--- config.mk ---
export PLATFORM = sky130hd
export DESIGN_NAME = dmio
export DESIGN_NICKNAME = d
export VERILOG_FILES = /design/src/rtl/dmio_pkg.sv /design/src/rtl/dmio_fifo.sv /design/src/rtl/dmio.sv
export SDC_FILE = /design/constraint.sdc
export NUM_CORES = 1
export LEC_CHECK = 0
export CORE_MARGIN = 1
export CORE_UTILIZATION = 43
export CTS_BUF_LIST = sky130_fd_sc_hd__clkbuf_16
export CTS_CLUSTER_DIAMETER = 80
export CTS_CLUSTER_SIZE = 25
export DETAILED_ROUTE_END_ITERATION = 7
export PLACE_DENSITY = 0.76
export SKIP_LAST_GASP = 1
export SLEW_MARGIN = 20
export SYNTH_ARGS = -nofsm -noshare
export SYNTH_HDL_FRONTEND = slang
export SYNTH_SLANG_ARGS = --single-unit
--- constraint.sdc ---
create_clock -name clk -period 6.6 [get_ports clk]
set_clock_uncertainty 0.2 [all_clocks]
set_input_delay 1.32 -clock clk [delete_from_list [all_inputs] [get_ports clk]]
set_output_delay 1.32 -clock clk [all_outputs]
set_load 0.01 [all_outputs]
--- src/rtl/dmio_pkg.sv ---
// Shared constants for the dmio memory-mapped I/O responder: register offsets,
// STATUS bit layout and the default window base.
package dmio_pkg;

    typedef enum logic [1:0] {
        OFF_TXDATA = 2'd0,
        OFF_STATUS = 2'd1,
        OFF_CYCLE  = 2'd2,
        OFF_CYCCTL = 2'd3
    } dmio_off_e;

    localparam int ST_EMPTY_BIT = 0;
    localparam int ST_FULL_BIT  = 1;
    localparam int ST_OVF_BIT   = 2;
    localparam int ST_CNT_LSB   = 3;
    localparam int ST_CNT_W     = 5;

    localparam logic [7:0] DMIO_IO_BASE_DEFAULT = 8'hFC;

    function automatic logic [7:0] pack_status(
        input logic [ST_CNT_W-1:0] cnt,
        input logic                ovf,
        input logic                full,
        input logic                empty
    );
        logic [7:0] s;
        s = '0;
        s[ST_CNT_LSB +: ST_CNT_W] = cnt;
        s[ST_OVF_BIT]             = ovf;
        s[ST_FULL_BIT]            = full;
        s[ST_EMPTY_BIT]           = empty;
        return s;
    endfunction

endpackage

--- src/rtl/dmio_fifo.sv ---
// DEPTH x DW transmit FIFO with occupancy count; a push while full and a pop
// while empty are ignored, fullness is judged on the pre-edge state.
module dmio_fifo #(
    parameter int DW    = 16,
    parameter int DEPTH = 4
) (
    input  logic                     clk,
    input  logic                     rst,
    input  logic                     push,
    input  logic [DW-1:0]            push_data,
    input  logic                     pop,
    output logic [DW-1:0]            head,
    output logic [$clog2(DEPTH):0]   count,
    output logic                     full,
    output logic                     empty
);

    localparam int PW = $clog2(DEPTH);
    localparam int CW = PW + 1;
    localparam logic [CW-1:0] FULL_CNT = CW'(DEPTH);

    logic [DW-1:0] r_mem [DEPTH];
    logic [PW-1:0] r_wr_ptr;
    logic [PW-1:0] r_rd_ptr;
    logic [CW-1:0] r_count;
    logic          w_do_push;
    logic          w_do_pop;

    assign full      = (r_count == FULL_CNT);
    assign empty     = (r_count == '0);
    assign w_do_push = push & ~full;
    assign w_do_pop  = pop & ~empty;
    assign count     = r_count;
    assign head      = empty ? '0 : r_mem[r_rd_ptr];

    // NOTE: the storage array has no reset; the head output is masked while
    // empty, so stale entries are never visible and the array stays plain RAM.
    always_ff @(posedge clk) begin
        if (w_do_push) begin
            r_mem[r_wr_ptr] <= push_data;
        end
    end

    // Pointers wrap naturally because DEPTH is a power of two.
    always_ff @(posedge clk or negedge rst) begin
        if (!rst) begin
            r_wr_ptr <= '0;
            r_rd_ptr <= '0;
            r_count  <= '0;
        end else begin
            if (w_do_push) begin
                r_wr_ptr <= r_wr_ptr + PW'(1);
            end
            if (w_do_pop) begin
                r_rd_ptr <= r_rd_ptr + PW'(1);
            end
            case ({w_do_push, w_do_pop})
                2'b10:   r_count <= r_count + CW'(1);
                2'b01:   r_count <= r_count - CW'(1);
                default: r_count <= r_count;
            endcase
        end
    end

endmodule

--- src/rtl/dmio.sv ---
// Memory-mapped I/O responder: 4-word window with TX FIFO, STATUS and an
// optional free-running cycle counter enabled by the DMIO_CYCLE_EN macro.
module dmio
    import dmio_pkg::*;
#(
    parameter int             DW      = 16,
    parameter int             AW      = 8,
    parameter logic [AW-1:0]  IO_BASE = AW'(DMIO_IO_BASE_DEFAULT),
    parameter int             DEPTH   = 4
) (
    input  logic          clk,
    input  logic          rst,
    input  logic [AW-1:0] addr,
    input  logic [DW-1:0] wdata,
    input  logic          we,
    output logic          hit,
    output logic [DW-1:0] rdata,
    output logic [DW-1:0] out_data,
    output logic          out_valid,
    input  logic          out_ready
);

    localparam int CW = $clog2(DEPTH) + 1;

    logic          w_hit;
    dmio_off_e     w_off;
    logic          w_wr;
    logic          w_push_req;
    logic          w_ovf_clr;
    logic          w_pop;
    logic [CW-1:0] w_count;
    logic          w_full;
    logic          w_empty;
    logic [7:0]    w_status;
    logic          r_ovf;

    assign w_hit      = (addr[AW-1:2] == IO_BASE[AW-1:2]);
    assign w_off      = dmio_off_e'(addr[1:0]);
    assign w_wr       = we & w_hit;
    assign w_push_req = w_wr & (w_off == OFF_TXDATA);
    assign w_ovf_clr  = w_wr & (w_off == OFF_STATUS);
    assign w_pop      = out_valid & out_ready;

    assign hit       = w_hit;
    assign out_valid = ~w_empty;

    dmio_fifo #(
        .DW    (DW),
        .DEPTH (DEPTH)
    ) u_fifo (
        .clk       (clk),
        .rst       (rst),
        .push      (w_push_req),
        .push_data (wdata),
        .pop       (w_pop),
        .head      (out_data),
        .count     (w_count),
        .full      (w_full),
        .empty     (w_empty)
    );

    // A dropped push outranks a simultaneous clear so no overflow is lost.
    always_ff @(posedge clk or negedge rst) begin
        if (!rst) begin
            r_ovf <= 1'b0;
        end else if (w_push_req & w_full) begin
            r_ovf <= 1'b1;
        end else if (w_ovf_clr) begin
            r_ovf <= 1'b0;
        end
    end

    assign w_status = pack_status(ST_CNT_W'(w_count), r_ovf, w_full, w_empty);

`ifdef DMIO_CYCLE_EN
    logic [DW-1:0] r_cycle;
    logic          r_wrap;
    logic          w_cyc_clr;

    assign w_cyc_clr = w_wr & (w_off == OFF_CYCCTL) & wdata[0];

    always_ff @(posedge clk or negedge rst) begin
        if (!rst) begin
            r_cycle <= '0;
            r_wrap  <= 1'b0;
        end else if (w_cyc_clr) begin
            r_cycle <= '0;
            r_wrap  <= 1'b0;
        end else begin
            r_cycle <= r_cycle + DW'(1);
            if (&r_cycle) begin
                r_wrap <= 1'b1;
            end
        end
    end
`endif

    always_comb begin
        rdata = '0;
        if (w_hit) begin
            case (w_off)
                OFF_STATUS: rdata[7:0] = w_status;
`ifdef DMIO_CYCLE_EN
                OFF_CYCLE:  rdata      = r_cycle;
                OFF_CYCCTL: rdata[0]   = r_wrap;
`endif
                default:    rdata      = '0;
            endcase
        end
    end

endmodule

======== After elaboration in Yosys (flattened, before gate mapping) ========
Memory sizes are Yosys's and may differ from the RTL's.
Cells that the tools add are included.
word-level totals
  bits in registers ....................... 8
  bits in writable memories ............... 64
  bits of input ports ..................... 28
  output and inout bits ................... 34
  logic and storage cells ................. 35
  memories ................................ 1
memories
  memory        depth  bits a word  rd ports  clocked after memory_dff  wr ports  line             text
  u_fifo.r_mem  4      16           1         0                         1         dmio_fifo.sv:22  logic [DW-1:0] r_mem [DEPTH];
cells by class
  $add $sub $neg .......................... 4
  equality and inequality tests ........... 5
  multiplexer cells ....................... 8
  bitwise logic cells ..................... 9
  reductions and logical operators ........ 4
operators with widths
  kind                 count
  $mux 16              1
  $mux 6               2
  $and 1x1->1          7
  $eq 6x6->1 const B   1
  $pmux 3 s2           1
  $add 2x1->2 const B  2
  $eq 2x1->1 const B   2
  $mux 1               4
  $reduce_bool 2->1    2
  $add 3x1->3 const B  1
  $eq 3x3->1 const B   1
  $logic_not 3->1      1
  $sub 3x1->3 const B  1
  $eq 2x2->1 const B   1
  $logic_not 2->1      1
  $not 1->1            2

======== Depth between registers and ports, before layout ========
Gate-level depths: netlist of the first run.
  depth in word-level cells ............... 6
  depth in mapped cells ................... 9
  gate-level depth less buffers ........... 9

======== Hierarchy ========
From an unflattened synthesis of the first run, not the netlist that was laid out.
unflattened totals
  cells, all modules ...................... 169
  area total of the unflattened synthesis .. 3190.6 sq um
by module, submodules not included
  module     times used  cells an instance  area an instance (sq um)  seq. area each (sq um)
  dmio_fifo  1           139                2955.3                    2097.0
  dmio       1           30                 235.2                     25.0

======== Worst setup path before layout of the first run ========
OpenSTA, ideal clock, no wires.
  kind .................................... input to output
  from .................................... input port addr[5]
  to ...................................... output port rdata[0]
  arrival ................................. 2069 ps
  required time ........................... 5080 ps
  setup slack ............................. 3011 ps
  stages on the path ...................... 3
  path buffers ............................ 0
  cell sequence ........................... nand4_4 > nor4b_2 > nor2b_1
on the way
  word-level cells in the longest chain between the ends .. 2
RTL lines
  element          line         text
  start, declared  dmio.sv:13   input logic [AW-1:0] addr,
  $eq 6x6->1       dmio.sv:37   assign w_hit = (addr[AW-1:2] == IO_BASE[AW-1:2]);
  $mux 6           dmio.sv:100  if (w_hit) begin
  end, declared    dmio.sv:17   output logic [DW-1:0] rdata,
Every way passes these cells.

======== Final worst setup path of the first run ========
  from .................................... input port addr[4]
  to ...................................... output port rdata[2]
Same word-level chain as after synthesis.

==> results.cfg, run 1 <==
[status]
status = finished, final reports clean

[final_layout]
drive_above_1_share_pct = 13.8
diodes = 0
stdcell_count = 321
syn2layout_area_growth_pct = 25.6
layout.nets = 255
fin_util_pct = 56.7
final_area_um2 = 3900

[cts]
clk_pin_slew_ps = 50
max-clock-path-buffers = 2
clk_latency_ps = 320
cts.sinks = 72
numCtsBuffers = 9
cts-root-buf = clkbuf_16
cts_resized = 0
cts_setup_buffers = 0
tritoncts = yes
htreeDepth = 3
holdBufCountCts = 0

[synth]
synthArstFlopShare_pct = 11.1
postSynthRegisterBits = 72
yosysMostFrequentCell = edfxtp_1
synth_edf_count = 64
synth_seq_area_share_pct = 68.4
synth_common_cells = edfxtp_1 (64), and2_1 (25), mux4_2 (12)
synthCells = 166
yosysTopAreaCell = edfxtp_1
synthFlopType = edfxtp_1
syn_area_per_cell_um2 = 18.7
synth_cell_types = 32
ys_warn_count = 0
synthTopCellsByArea = edfxtp_1 (62%), mux4_2 (8.7%), dfrtp_1 (6.5%)
syn_area_um2 = 3100
netlist.area_leader.share_pct = 61.9

[min_path]
min_path_cells = 1
hp-class = register to register

[floorplanning]
die_w_um = 87.0
die_area_um2 = 7560
coreArea_um2 = 6870
pin_count = 62
start_util_pct = 45.2
die_y_um = 87.0
rows = 30

[timing]
slew_headroom_pct = 43.7
setup-tns-final_ps = 0
min_period_ps = 4650
clock.fmax_mhz = 215
setup-violations-final = 0
period_share_pct = 70.5
worst_slew_pin_slew_ps = 844
rsz0062_at_grt = no
hold_viol = 0
drv_slew = 0

[route]
post_drt_wl_per_cell_um = 15.9
totalWireLength_mm = 5.11
antenna_left = 0
vias = 1558
drt_iter0_drc = 67
first_pass_iters = 4
route.detailed.drc = 0
via_per_inst = 4.85

[global_route]
grt_usage_pct = 15.2
overflow = 0
antenna_found_initial = 0
grt_max_degree = 21
grt_pass1_wl_mm = 8.10
grt_pass1_vias = 1590

[place]
place_area_um2 = 3640
numPortBuffers = 51
hpwl_mm = 3.20
dp_cells = 306
place_congestion = 0.650

[power]
pwr-share-seq_pct = 41.6
clock_power_share_pct = 29.6
p_switching_uw = 373
peakVddDrop_v = 0.000240
swShare_pct = 26.7
power.density_nw_per_um2 = 358
leakagePower_nw = 1.34
share_comb_of_total_power_pct = 28.8
power.internal_mw = 1.02

[critical_path]
critPathLaunchType = primary input
r2r_cells = 8
critPathRequiredTime_ps = 5080
arrival_ps = 3130
path_class = primary input to output pin
critPathCaptureType = output pin
critical_path.max_fanout = 6
r2r_setup_slack_ps = 4050

[flow_run]
maxCapViolCount = 0
## path summary, 6_finish.rpt
check / start / end
max: addr[4] / rdata[2]
min: u_fifo.count[2] / u_fifo.count[2]
max reg2reg: u_fifo.count[0] / u_fifo.count[2]
min reg2reg: u_fifo.count[2] / u_fifo.count[2]
max in group asynchronous: rst / u_fifo.r_rd_ptr[0]
min in group asynchronous: rst / u_fifo.r_rd_ptr[1]
## flip-flops by register name, indices dropped and copies added, names as in the netlist
signal and cells:
u_fifo.r_mem 64, u_fifo.count 3, u_fifo.r_rd_ptr 2, u_fifo.r_wr_ptr 2, r_ovf 1
## routing by layer
metal | routed length, um | global-route usage, % | vias to the layer above
li1 | - | - | 722
met5 | 0 | 0 | -
met3 | 240 | 4.08 | 10
met2 | 2590 | 25.1 | 51
met1 | 2180 | 19.0 | 775
met4 | 101 | 6.36 | 0
## stage by stage
stage	hold slack [ps]	total power, mW	worst slack [ps]
after global routing	346	1.47	1800
after floorplan	275	0.833	3010
after detailed placement	306	1.00	1920
after global placement	301	0.997	1950
after CTS	317	1.42	1920
final	315	1.40	1950
## cells by family after synthesis
logic type,Yosys count,share of synthesized area [%]
flops,72,68.4
simple gates,40,9.19
compound gates,1,0.282
other cells,1,0.121
mux,18,12.9
xor+xnor,6,1.69
fa+ha+maj,6,2.66
buf+inv,22,4.76
## placed cells by master, fill, tap and decap left out, drive strengths merged, types with 3 or more instances in the layout
cell type,n
dfrtp,8
conb,10
ha,5
clkdlybuf4s50,51
clkinv,4
clkbuf,9
inv,7
xnor2,3
nor2,3
and2,26
edfxtp,64
xor2,3
mux4,16
## critical path, cell delays in order
cell and delay, ps:
clkdlybuf4s50_1 500, nand4_4 150, nor4b_2 430, and2_1 190
clkdlybuf4s50_1 530
## cell type report
type	instances	area, um2
tap	96	120
sequential	72	2120
timing repair buffer	51	510
clock inverter	6	28.8
inverter	6	22.5
fill	547	2970
clock buffer	9	225
multi-input combinational	81	867
## power groups by stage
stage / registers (mW) / logic, mW / clock network [mW]
after floorplan: 0.536 / 0.297 / 0
after global placement: 0.593 / 0.405 / 0
after detailed placement: 0.595 / 0.405 / 0
after CTS: 0.586 / 0.408 / 0.423
after global routing: 0.591 / 0.434 / 0.441
final: 0.581 / 0.402 / 0.414
Note: power is estimated with default switching activity, not from simulation.
==> run 2, diff against run 1 <==
clock period = 4.7 ns   (was 6.6 ns; I/O delays follow)
==> run 2 against run 1 <==
Against the previous run: utilization grew 0.47 points; largest power group unchanged; clock-buffer cell count unchanged; non-clock buffer count up 1; register-to-register slack got worse by 1800 ps.
==> results.cfg, run 2 (synthesis results as in run 1) <==
[global_route]
grt_max_degree = 21
grt_pass1_wl_mm = 8.01
antenna_found_initial = 0
grt_usage_pct = 14.9
grt_pass1_vias = 1575
overflow = 0

[floorplanning]
die_area_um2 = 7560
start_util_pct = 45.2
rows = 30
die_w_um = 87.0
pin_count = 62
die_y_um = 87.0
coreArea_um2 = 6870

[critical_path]
path_delay_family = buffers and inverters
critPathCaptureType = output pin
crit_chain = clkdlybuf4s50_1 -> nand4_4 -> nor4b_2 -> and2_1 -> clkdlybuf4s50_1
r2r-end = u_fifo.count[2]
path_class = primary input to output pin
critical_path.max_fanout = 6
crit_buf_inv = 2
critPathLaunchType = primary input
r2r_cells = 8
critPathRequiredTime_ps = 3560
path_common_cell = clkdlybuf4s50_1
arrival_ps = 2750
slowest_stage = clkdlybuf4s50_1
r2r_setup_slack_ps = 2200
critical-path-max-stage-delay_ps = 530
timing.rr.start = u_fifo.count[0]

[place]
numPortBuffers = 51
place_ws_ps = 778
place_congestion = 0.661
hpwl_mm = 3.21

[cts]
cts-root-buf = clkbuf_16
clk_latency_ps = 320
cts_resized = 0
cts_setup_buffers = 0
cts.sinks = 72
numCtsBuffers = 9
holdBufCountCts = 0
max-clock-path-buffers = 2
clk_pin_slew_ps = 50
tritoncts = yes
htreeDepth = 3

[timing]
min_period_ps = 3890
drv_slew = 0
hold_viol = 0
worst_slack_ps = 809
worst_slew_pin_slew_ps = 862
clock.fmax_mhz = 257
period_share_pct = 82.8
slew_headroom_pct = 42.5
setup-tns-final_ps = 0
setup-violations-final = 0
rsz0062_at_grt = no

[route]
vias = 1547
post_drt_wl_per_cell_um = 15.3
route.detailed.drc = 0
first_pass_iters = 4
antenna_left = 0
totalWireLength_mm = 4.96
drt_iter0_drc = 105
via_per_inst = 4.79

[final_layout]
top_register = u_fifo.r_mem
largest_register_ffs = 64
fin_util_pct = 57.2
diodes = 0
syn2layout_area_growth_pct = 26.7
layout.nets = 256
fillers = 549
final_cell_mix = edfxtp_1 (64), clkdlybuf4s50_1 (51), and2_1 (25)
drive_above_1_share_pct = 13.7
final_common_cell = edfxtp_1

[power]
power.density_nw_per_um2 = 513
leakagePower_nw = 1.36
peakVddDrop_v = 0.000302

[min_path]
min_to = u_fifo.count[2]
min_path_cells = 1
min_from = u_fifo.count[2]
hp-class = register to register

[status]
status = finished, final reports clean

[flow_run]
maxCapViolCount = 0
[run 2: cell count changes in the layout (fill, tap and decap cells not counted)]
cell	delta
dfrtp_1	+1
inv_1	+1
buf_4	+1
bufinv_16	+1
dfrtp_2	-1
clkinvlp_4	-1
[run 2: stage by stage]
step | total power, mW | hold slack (ps) | std cells | area [um2]
floorplan | 1.17 | 275 | 175 | 3140
global placement | 1.41 | 300 | 307 | 3650
detailed placement | 1.41 | 316 | 307 | 3650
finish | 2.02 | 323 | 323 | 3930
CTS | 2.04 | 327 | 323 | 3930
global route | 2.11 | 357 | 323 | 3930
[run 2: final cells by class]
| cell class | count | area, um2 | share of cell area (%) |
|---|---|---|---|
| repair buffers | 52 | 518 | 13.2 |
| clock buffers | 9 | 225 | 5.73 |
| multi-input cells | 81 | 867 | 22.1 |
| inverters | 6 | 22.5 | 0.573 |
| well taps | 96 | 120 | 3.06 |
| flip-flops and latches | 72 | 2120 | 54.0 |
| clock inverters | 7 | 55.1 | 1.40 |
[run 2: power breakdown]
group / switching [mW] / total (mW) / internal [mW] / leakage, nW
sequential: 0.0519 / 0.775 / 0.723 / 0.670
combinational: 0.236 / 0.612 / 0.376 / 0.547
clock: 0.230 / 0.630 / 0.400 / 0.147
[run 2: worst register-to-register path: stages (launching register included)]
cell and delay [ps]:
dfrtp_1 420, or3_1 540, and2_4 260, ha_1 180, inv_1 60, fa_1 370, xor2_1 150, nor2_1 100
xor2_1 150
[run 2: worst max path at each step]
stage / start / end / slack [ps] / cells after the start
global placement: addr[5] / rdata[0] / 810 / 5
floorplan: addr[5] / rdata[0] / 1870 / 3
CTS: addr[5] / rdata[2] / 780 / 5
finish: addr[5] / rdata[2] / 810 / 5
global route: addr[4] / rdata[3] / 650 / 5
detailed placement: addr[5] / rdata[3] / 780 / 5
[run 2: metal layers]
layer  vias up  global-route usage (%)  routed length, um
li1        720                       -                  -
met1       766                    19.1               2100
met2        49                    24.0               2530
met3        12                    2.84                221
met4         0                    8.18                106
met5         -                       0                  0
